`src/rtl/present_ti_pkg.sv`:
```
// Shared types for the serial threshold PRESENT S-layer: FSM states, share nibble,
// widened g-stage word and the plain S-box table used only as a reference value.
package present_ti_pkg;

  typedef logic [3:0] share_t;

  typedef enum logic [1:0] {
    IDLE  = 2'd0,
    RUN   = 2'd1,
    DRAIN = 2'd2,
    DONE  = 2'd3
  } state_t;

  // g-stage word per share: {x2x3, x1x3, x1x2, x0x3, x0x1, x3..x0}
  localparam int GW = 9;
  typedef logic [GW-1:0] gexp_t;

  // Nibble k holds S(k)
  localparam logic [63:0] SBOX_TABLE = 64'h21748FE3DA09B65C;

  function automatic share_t sbox_ref(input share_t x);
    return SBOX_TABLE[{x, 2'b00} +: 4];
  endfunction

endpackage

```
`src/rtl/present_sbox_ti_core.sv`:
```
// Two-stage 3-share PRESENT S-box: registered quadratic expansion g, combinational quadratic f.
// One-cycle latency through the g register; en=0 freezes the g register.
module present_sbox_ti_core
  import present_ti_pkg::*;
(
  input  logic   clk,
  input  logic   rst_n,
  input  logic   en,
  input  share_t a1,
  input  share_t a2,
  input  share_t a3,
  output share_t y1,
  output share_t y2,
  output share_t y3
);

  // S = f(g(x)): g lifts x to its linear bits plus the pairwise products the
  // cubic terms need, so both f and g are quadratic in their own inputs.
  function automatic gexp_t g_map(input share_t x);
    return {x[2] & x[3], x[1] & x[3], x[1] & x[2], x[0] & x[3], x[0] & x[1], x};
  endfunction

  function automatic share_t f_map(input gexp_t u);
    logic   x0, x1, x2, x3, p01, p03, p12, p13, p23;
    share_t y;
    {p23, p13, p12, p03, p01, x3, x2, x1, x0} = u;
    y[0] = x0 ^ x2 ^ x3 ^ p12;
    y[1] = x1 ^ x3 ^ p13 ^ p23 ^ (x0 & p12) ^ (x0 & p13) ^ (x0 & p23);
    y[2] = 1'b1 ^ p01 ^ x2 ^ x3 ^ p03 ^ p13 ^ (x0 & p13) ^ (x0 & p23);
    y[3] = 1'b1 ^ x0 ^ x1 ^ x3 ^ p12 ^ (x0 & p12) ^ (x0 & p13) ^ (x0 & p23);
    return y;
  endfunction

  gexp_t g1_d, g2_d, g3_d;
  gexp_t g1_q, g2_q, g3_q;

  // Non-complete sharing of a quadratic Q: share i = Q(b^c) ^ Q(c), never touching share i
  assign g1_d = g_map(a2 ^ a3) ^ g_map(a3);
  assign g2_d = g_map(a3 ^ a1) ^ g_map(a1);
  assign g3_d = g_map(a1 ^ a2) ^ g_map(a2);

  always_ff @(posedge clk or negedge rst_n) begin
    if (!rst_n) begin
      g1_q <= '0;
      g2_q <= '0;
      g3_q <= '0;
    end else if (en) begin
      g1_q <= g1_d;
      g2_q <= g2_d;
      g3_q <= g3_d;
    end
  end

  // The constant term of f lands on share 3 only
  assign y1 = f_map(g2_q ^ g3_q) ^ f_map(g3_q);
  assign y2 = f_map(g3_q ^ g1_q) ^ f_map(g1_q);
  assign y3 = f_map(g1_q ^ g2_q) ^ f_map(g2_q) ^ f_map('0);

endmodule

```
`src/rtl/present_sbox_ti_seq.sv`:
```
// Serial 3-share PRESENT S-layer, one nibble per cycle; NIBBLES+1 cycles accept-to-out_valid.
// Result held in DONE until out_ready, input taken only in IDLE; PRESENT_SBOX_TI_SEQ_REFRESH_EN adds rnd remasking.
module present_sbox_ti_seq
  import present_ti_pkg::*;
#(
  parameter int NIBBLES = 16
) (
  input  logic                 clk,
  input  logic                 rst_n,
  input  logic                 in_valid,
  output logic                 in_ready,
  input  logic [4*NIBBLES-1:0] in_s1,
  input  logic [4*NIBBLES-1:0] in_s2,
  input  logic [4*NIBBLES-1:0] in_s3,
  output logic                 out_valid,
  input  logic                 out_ready,
  output logic [4*NIBBLES-1:0] out_s1,
  output logic [4*NIBBLES-1:0] out_s2,
  output logic [4*NIBBLES-1:0] out_s3,
`ifdef PRESENT_SBOX_TI_SEQ_REFRESH_EN
  input  logic [7:0]           rnd,
`endif
  output logic                 busy
);

  localparam int CW = (NIBBLES > 1) ? $clog2(NIBBLES) : 1;
  localparam logic [CW-1:0] CNT_LAST = CW'(NIBBLES - 1);

  typedef logic [NIBBLES-1:0][3:0] nib_vec_t;

  state_t   state_q, state_d;
  logic [CW-1:0] cnt_q;
  nib_vec_t work1_q, work2_q, work3_q;
  nib_vec_t out1_q, out2_q, out3_q;
  share_t   nib1, nib2, nib3;
  share_t   core_a1, core_a2, core_a3;
  share_t   core_y1, core_y2, core_y3;
  logic     core_en;
  logic     accept;
  logic     cnt_last;

  assign accept   = in_valid & in_ready;
  assign cnt_last = (cnt_q == CNT_LAST);

  always_comb begin
    state_d = state_q;
    unique case (state_q)
      IDLE:    if (accept)    state_d = RUN;
      RUN:     if (cnt_last)  state_d = DRAIN;
      DRAIN:                  state_d = DONE;
      DONE:    if (out_ready) state_d = IDLE;
      default:                state_d = IDLE;
    endcase
  end

  always_ff @(posedge clk or negedge rst_n) begin
    if (!rst_n) state_q <= IDLE;
    else        state_q <= state_d;
  end

  assign in_ready  = (state_q == IDLE);
  assign out_valid = (state_q == DONE);
  assign busy      = (state_q != IDLE);
  assign core_en   = (state_q == RUN);

  // Counter clears on the accepting edge and parks at the last nibble
  always_ff @(posedge clk or negedge rst_n) begin
    if (!rst_n) begin
      cnt_q   <= '0;
      work1_q <= '0;
      work2_q <= '0;
      work3_q <= '0;
    end else if (accept) begin
      cnt_q   <= '0;
      work1_q <= in_s1;
      work2_q <= in_s2;
      work3_q <= in_s3;
    end else if (state_q == RUN && !cnt_last) begin
      cnt_q <= cnt_q + CW'(1);
    end
  end

  assign nib1 = work1_q[cnt_q];
  assign nib2 = work2_q[cnt_q];
  assign nib3 = work3_q[cnt_q];

`ifdef PRESENT_SBOX_TI_SEQ_REFRESH_EN
  // Fresh mask pair per nibble; r0 and r1 each appear twice, so the shared value is untouched
  assign core_a1 = nib1 ^ rnd[3:0];
  assign core_a2 = nib2 ^ rnd[7:4];
  assign core_a3 = nib3 ^ rnd[3:0] ^ rnd[7:4];
`else
  assign core_a1 = nib1;
  assign core_a2 = nib2;
  assign core_a3 = nib3;
`endif

  present_sbox_ti_core u_core (
    .clk   (clk),
    .rst_n (rst_n),
    .en    (core_en),
    .a1    (core_a1),
    .a2    (core_a2),
    .a3    (core_a3),
    .y1    (core_y1),
    .y2    (core_y2),
    .y3    (core_y3)
  );

  // Core output trails its input by one cycle: nibble cnt-1 in RUN, the last nibble in DRAIN
  always_ff @(posedge clk or negedge rst_n) begin
    if (!rst_n) begin
      out1_q <= '0;
      out2_q <= '0;
      out3_q <= '0;
    end else if (state_q == RUN && cnt_q != '0) begin
      out1_q[cnt_q - CW'(1)] <= core_y1;
      out2_q[cnt_q - CW'(1)] <= core_y2;
      out3_q[cnt_q - CW'(1)] <= core_y3;
    end else if (state_q == DRAIN) begin
      out1_q[NIBBLES-1] <= core_y1;
      out2_q[NIBBLES-1] <= core_y2;
      out3_q[NIBBLES-1] <= core_y3;
    end
  end

  assign out_s1 = out1_q;
  assign out_s2 = out2_q;
  assign out_s3 = out3_q;

endmodule

```
`config.mk`:
```
export PLATFORM = sky130hd
export DESIGN_NAME = present_sbox_ti_seq
export DESIGN_NICKNAME = d
export VERILOG_FILES = /design/src/rtl/present_ti_pkg.sv /design/src/rtl/present_sbox_ti_core.sv /design/src/rtl/present_sbox_ti_seq.sv
export SDC_FILE = /design/constraint.sdc
export NUM_CORES = 1
export LEC_CHECK = 0
export ABC_AREA = 1
export CAP_MARGIN = 20
export CORE_MARGIN = 1.5
export CORE_UTILIZATION = 45
export DETAILED_ROUTE_END_ITERATION = 6
export GPL_ROUTABILITY_DRIVEN = 1
export PLACE_DENSITY = 0.74
export SETUP_SLACK_MARGIN = 0.05
export SYNTH_ARGS = -nofsm -noshare
export SYNTH_HDL_FRONTEND = slang
export SYNTH_SLANG_ARGS = --single-unit
```
`constraint.sdc`:
```
create_clock -name clk -period 2.5 [get_ports clk]
set_clock_uncertainty 0.05 [all_clocks]
set_input_delay 0.25 -clock clk [delete_from_list [all_inputs] [get_ports clk]]
set_output_delay 0.25 -clock clk [all_outputs]
set_load 0.02 [all_outputs]
```
Word-level counts from Yosys, hierarchy flattened
Index checks and enable logic that the tools add are counted.
Cells by class
  $add $sub $neg: 2
  magnitude comparators: 3
  eq/ne operators: 7
  multiplexer cells: 23
  bitwise gates (word level): 200
  reduce and logical (&&, ||, !) cells: 10
Operators with widths (number)
  64-bit bitwise mux: 3
  1-bit XOR: 126
  9-bit XOR: 6
  1-bit bitwise AND: 49
  4-bit binary-select mux with 4-bit select: 3
  4-bit two-way mux: 12
  4-bit XOR: 6
  4-bit demux with 4-bit select: 1
  1-bit NOT: 12
  4-bit by 5-bit < comparator with 1-bit output (second input constant): 2
  2-bit one-hot mux with 4 select lines: 1
  2-bit two-way mux: 3
  2-bit by 1-bit != test with 1-bit output (second input constant): 3
  2-bit nonzero test: 3
  4-bit by 1-bit adder with 4-bit output (second input constant): 1
  2-bit equality test (second input constant): 2
  4-bit equality test (second input constant): 1
  4-bit by 1-bit greater-or-equal comparator with 1-bit output (second input constant): 1
  4-bit nonzero test: 1
  4-bit by 1-bit subtractor with 4-bit output (second input constant): 1
  1-bit logical AND: 3
  3-bit AND reduction: 1
  2-bit by 1-bit equality test with 1-bit output (second input constant): 1
  2-bit zero test: 1
  2 further kinds: 2
Word-level totals
  register bits: 417
  output and inout bits: 195
  logic and storage cells: 346

Longest topological paths before layout
  depth in word-level cells: 12
  mapped depth: 16
  gate-level depth less buffers: 13

By module
A second synthesis with hierarchy kept.
Second synthesis, totals
  cell total of the unflattened synthesis: 2523
  area total of the unflattened synthesis: 20028.0 µm²
By module, submodules not included
  present_sbox_ti_seq: times used 1, cells each 1998, area an instance 16971.3 µm²
  present_sbox_ti_core: times used 1, cells each 525, area an instance 3056.7 µm²

Worst setup path before layout
No wires, ideal clock.
  kind: register -> register
  from: register cnt_q[1]
  to: register out1_q, in the netlist out_s1[3]
  setup time: 0.118 ns
  arrival: 2.234 ns
  slack: 0.098 ns
  cell stages (with the launch flop): 13
  path buffers: 2
  clock period less this slack: 2.402 ns
  path through: dfrtp_1 -> inv_2 -> clkbuf_1 -> ha_1 -> xnor2_1 -> inv_1 -> nor2_1 -> inv_1 -> nor2_2 -> inv_2 -> buf_2 -> nand2_1 -> o21ai_2
On the way
  word-level cells in the longest chain between the ends: 6
  elaborated cells between the ends (all ways): 9
  classes of those cells: add/sub (1); order compare (2); mux (3); reduce/logical (3)
Ends and longest elaborated chain
  start: declaration: RTL line present_sbox_ti_seq.sv:32  | logic [CW-1:0] cnt_q;
  start signal: assignment: RTL line present_sbox_ti_seq.sv:79  | cnt_q <= cnt_q + CW'(1);
  4-bit by 1-bit subtractor with 4-bit output: RTL line present_sbox_ti_seq.sv:117  | out1_q[cnt_q - CW'(1)] <= core_y1;
  4-bit by 5-bit < comparator with 1-bit output (not written as such) or 4-bit by 1-bit greater-or-equal comparator with 1-bit output (tied branches): RTL line present_sbox_ti_seq.sv:117
  1-bit logical AND (not written as such): RTL line present_sbox_ti_seq.sv:117
  4-bit two-way mux (not written as such): RTL line present_sbox_ti_seq.sv:117
  4-bit demux with 4-bit select: RTL line present_sbox_ti_seq.sv:117
  64-bit bitwise mux: RTL line present_sbox_ti_seq.sv:117
  end signal: indexed assignment: RTL line present_sbox_ti_seq.sv:117
  end signal: indexed assignment: RTL line present_sbox_ti_seq.sv:121  | out1_q[NIBBLES-1] <= core_y1;
  end: declaration: RTL line present_sbox_ti_seq.sv:34  | nib_vec_t out1_q, out2_q, out3_q;
Several ways; a longest one is shown, not always the timed one.
A chain may end at the register's enable or synchronous reset.

Worst setup path in the final report
  from: register cnt_q[0]
  to: register u_core.g2_q[5]
On the way
  word-level cells in the longest chain between the ends: 5
  elaborated cells between the ends (all ways): 8
  classes of those cells: mux (4); bitwise (4)
Ends and longest elaborated chain
  4-bit binary-select mux with 4-bit select, on equally long branches: RTL line present_sbox_ti_seq.sv:85, present_sbox_ti_seq.sv:83
  4-bit two-way mux, on equally long branches: RTL line present_sbox_ti_seq.sv:85, present_sbox_ti_seq.sv:83
  4-bit XOR: RTL line present_sbox_ti_core.sv:39  | assign g2_d = g_map(a3 ^ a1) ^ g_map(a1);
  1-bit bitwise AND: RTL line present_sbox_ti_core.sv:20  | return {x[2] & x[3], x[1] & x[3], x[1] & x[2], x[0] & x[3], x[0] & x[1], x};
  9-bit XOR (*): RTL line present_sbox_ti_core.sv:39
  end signal: assignment: RTL line present_sbox_ti_core.sv:49  | g2_q <= g2_d;
  end: declaration: RTL line present_sbox_ti_core.sv:35  | gexp_t g1_q, g2_q, g3_q;
Mark *: on every way between the ends. The rest lies on a longest branch, timed or not. The select of a mux whose other input is x is not followed.

==> flow_summary_export.csv <==
group,metric,value,unit
synth,async_flop_share,100,%
synth,synth-compound-area-share,7.62,%
timing,slew_headroom,24.1,%
die,initial_utilization,45.7,%
synth,synth-main-ff-cell,"dfrtp_1",
global_routing,antenna_found_initial,1,
detailed_routing,wl_met1,25.4,mm
pwr,swShare,48.9,%
timing,min_period,2.32,ns
detailed_routing,drt-initial-drc-count,1670,
setup_path,critPathLaunchType,"flip-flop",
clock_tree,clock-root-buffer,"clkbuf_16",
global_routing,grt-ovfl-total,0,
synth,ys_seq_area_share,52.9,%
placement,port_buffers,390,
synth,yosys.area_share.adder,0.634,%
outcome,violations,"DRC",
setup_path,r2r-end,"u_core.g2_q[5]",
hold_path,hp-class,"in -> reg",
setup_path,critPathCapture,"u_core.g2_q[5]",
setup_path,rr_startpoint,"cnt_q[0]",
synth,ys_types,37,
die,io_pins,391,
timing,rsz0062_at_grt,"true",
setup_path,reg2reg_slack,0.18,ns
synth,syn_area,19700,sq um
pwr,vdd_ir_drop_max,1.43,mV
pwr,p_comb_share,57.7,%
detailed_routing,dr.pass1.iters,7,
timing,timing.final.crit_share,93.0,%
outcome,status,"complete, but fails checks",
final_layout,nets,3059,
synth,synthesis.nets,2680,
pwr,leakage,0.0127,uW
timing,setup_slack,0.176,ns
timing,clock.fmax,430,MHz
setup_path,rr_worst_depth,14,
setup_path,end_kind,"flip-flop",
clock_tree,numCtsBuffers,44,
synth,syn_inst,2474,
setup_path,cp.required,2.92,ns
setup_path,startpoint,"cnt_q[0]",
clock_tree,cts_buffer_depth,3,
placement,dp_cells,3380,
timing,tns,0,ns
final_layout,syn_to_final_growth,32.1,%
detailed_routing,wl_met3,4.98,mm
clock_tree,htreeDepth,2,
final_layout,antennaDiodeCount,0,
detailed_routing,route.detailed.drc,3,
placement,dp_slack,0.0906,ns
global_routing,grt_pass1_vias,17300,
synth,synth_top_family_by_area,"simple AND/OR/NAND/NOR gates",
die,core_area,43200,sq um
placement,hpwl,42.1,mm
detailed_routing,ant_nets,0,
setup_path,worstPathArrival,2.74,ns
timing,hold_ws,0.158,ns
die,rows,76,
pwr,p_switching,21400,uW
detailed_routing,routed_via_density,5.10,
synth,synth.area.mux_share,0,%
setup_path,crit_type,"reg -> reg",
clock_tree,clock_sinks,417,
final_layout,final_cells,3471,
setup_path,cp_max_fo,34,
detailed_routing,wl_met2,29.0,mm
detailed_routing,wl_per_cell,17.6,um
detailed_routing,dr_total_vias,17700,
synth,synth_xor_area_share,3.76,%
pwr,total_power,43800,uW
detailed_routing,wirelength,61.2,mm
synth,ys_ff_latch,417,
pwr,cellPowerDensity,1680,nW/um^2
detailed_routing,top_layer_used,"met5",
job,maxCapViolCount,0,
placement,gp_congestion,0.873,
pwr,power_frac_seq,26.2,%
global_routing,grt_max_degree,77,
synth,yosys.area_share.simple,27.6,%
global_routing,gr-usage-all-layers,26.9,%
timing,slew_viol_final,0,
die,die_width,212,um
synth,synth_area_per_cell,7.98,sq um
final_layout,drive_gt1_share,8.42,%
clock_tree,cts.clk_slew.worst_paths,0.06,ns
die,die_y,212,um
global_routing,grt_pass1_wl,94.2,mm
timing,hold_viol,0,
pwr,clkPwrFrac,16.0,%
clock_tree,clk_latency,0.58,ns
clock_tree,cts_tree,"done",
pwr,internal-power,22400,uW
timing,setup_viol,0,
synth,synth_edf_count,0,
die,die_area,45100,sq um
synth,yosys_warnings,0,
timing,tightest_slew,1.13,ns
-- critical path: stages (launching register included) --
cell and delay [ns]:
dfrtp_4 0.52, buf_12 0.18, buf_12 0.19, o21ai_0 0.21, nand2_1 0.08, nand3_1 0.08, nand3_1 0.09, nand2_1 0.24
inv_1 0.14, nand2_1 0.10, nand2_1 0.08, nand2_1 0.07, nand2_1 0.05, nand3_1 0.06, nand2_1 0.05
-- synthesized netlist by cell type (2+ instances only) --
cell type / instances / area share [%]
xnor2_2: 2 / 0.16
or2_1: 3 / 0.095
o21ai_2: 10 / 0.44
nand4_1: 13 / 0.41
nor2_4: 7 / 0.40
nor2_1: 16 / 0.30
o21ai_0: 251 / 6.4
nand2_1: 1054 / 20
buf_4: 12 / 0.46
or2_2: 5 / 0.16
xor2_1: 34 / 1.5
xnor2_1: 29 / 1.3
nand2_2: 15 / 0.48
inv_2: 26 / 0.49
xor2_2: 8 / 0.66
buf_2: 43 / 1.1
nand3_1: 203 / 5.1
buf_6: 8 / 0.46
ha_1: 10 / 0.63
a21oi_1: 6 / 0.15
nand3_2: 4 / 0.20
buf_1: 6 / 0.11
nor3_1: 2 / 0.051
o21ai_1: 17 / 0.43
dfrtp_1: 417 / 53
inv_1: 199 / 3.8
clkbuf_1: 57 / 1.1
nor2_2: 8 / 0.25
-- logic make-up (layout without fill, tap and decap cells) --
kind of cell | count (synthesis) | count (layout)
simple gates | 1331 | 1331
flops | 417 | 417
buf+inv | 354 | 766
xor+xnor | 74 | 74
fa+ha+maj | 10 | 10
compound gates | 288 | 288
-- registers in the layout, indices dropped and copies added (netlist names) --
register and count:
work1_q 64, work2_q 64, u_core.g2_q 9, out_s3 64
out_s1 64, state_q 2, out_s2 64, u_core.g3_q 9
work3_q 64, cnt_q 4, u_core.g1_q 9
-- per-stage QoR --
step | util [%] | cell area, sq um
6_report | 60.4 | 26100
3_5_place_dp | 56.5 | 24400
4_1_cts | 60.1 | 26000
2_1_floorplan | - | 19700
5_1_grt | 60.4 | 26100
3_3_place_gp | 56.5 | 24400
-- metal layers --
| layer | vias to the layer above | track usage, % |
|---|---|---|
| met5 | - | 0 |
| met4 | 2 | 9.34 |
| li1 | 8447 | - |
| met3 | 111 | 5.05 |
| met1 | 8326 | 35.6 |
| met2 | 829 | 44.3 |
-- area by class of cell --
| class | count | area, sq um |
|---|---|---|
| clock buffer | 64 | 1320 |
| multi-input combinational | 1703 | 7870 |
| fill | 3797 | 17100 |
| clock inverter | 15 | 250 |
| tap | 585 | 732 |
| timing repair buffer | 460 | 4610 |
| sequential | 417 | 10400 |
| inverter | 227 | 862 |
-- power by group through the flow --
| stage | registers, uW | logic (uW) | clock network [uW] |
|---|---|---|---|
| finish | 11500 | 25300 | 7030 |
| global route | 11800 | 27500 | 7400 |
| CTS | 11500 | 24800 | 7120 |
| detailed placement | 11600 | 24600 | 0 |
| global placement | 11400 | 24200 | 0 |
| floorplan | 12500 | 14600 | 0 |
-- layout by cell type (no fill, tap or decap), types with 2 or more instances in the layout --
master and n:
o21ai_0 249, nor2_4 7, or2_2 5, nand3_2 4, clkbuf_8 10, clkbuf_16 47, o21ai_2 10, nor2_1 16
xnor2_2 5, ha_1 10, nand4_1 13, dfrtp_1 414, nand2_2 16, inv_1 197, xor2_2 9, nand2_1 1050
nand3_1 203, clkinv_4 2, or2_1 3, nor2_2 8, buf_4 56, xnor2_1 26, xor2_1 33, dfrtp_2 2
inv_2 28, bufinv_16 6, o21ai_1 19, buf_12 11, clkdlybuf4s50_1 389, clkbuf_1 8, nor3_1 2, nand2_4 3
clkinv_2 4, a21oi_1 6
-- worst min path at each step --
stage,startpoint,endpoint,slack [ns],depth (start not counted)
2_1_floorplan,rst_n,cnt_q[0],-0.1,0
3_3_place_gp,rst_n,out_s2[43],0.19,1
3_5_place_dp,rst_n,out_s2[43],0.21,1
4_1_cts,in_s3[15],work3_q[15],0.14,3
5_1_grt,in_s2[15],work2_q[15],0.15,3
6_report,in_s3[62],work3_q[62],0.16,3
-- repair_timing --
item / 4_1_cts / 5_1_grt
setup buffers: 0 / 10
hold buffers: 1 / 0
endpoints found under the setup margin: 0 / 16
hold endpoints to repair: 56 / 0
gates resized for setup: 0 / 12
Power figures use the tool's default switching activity.
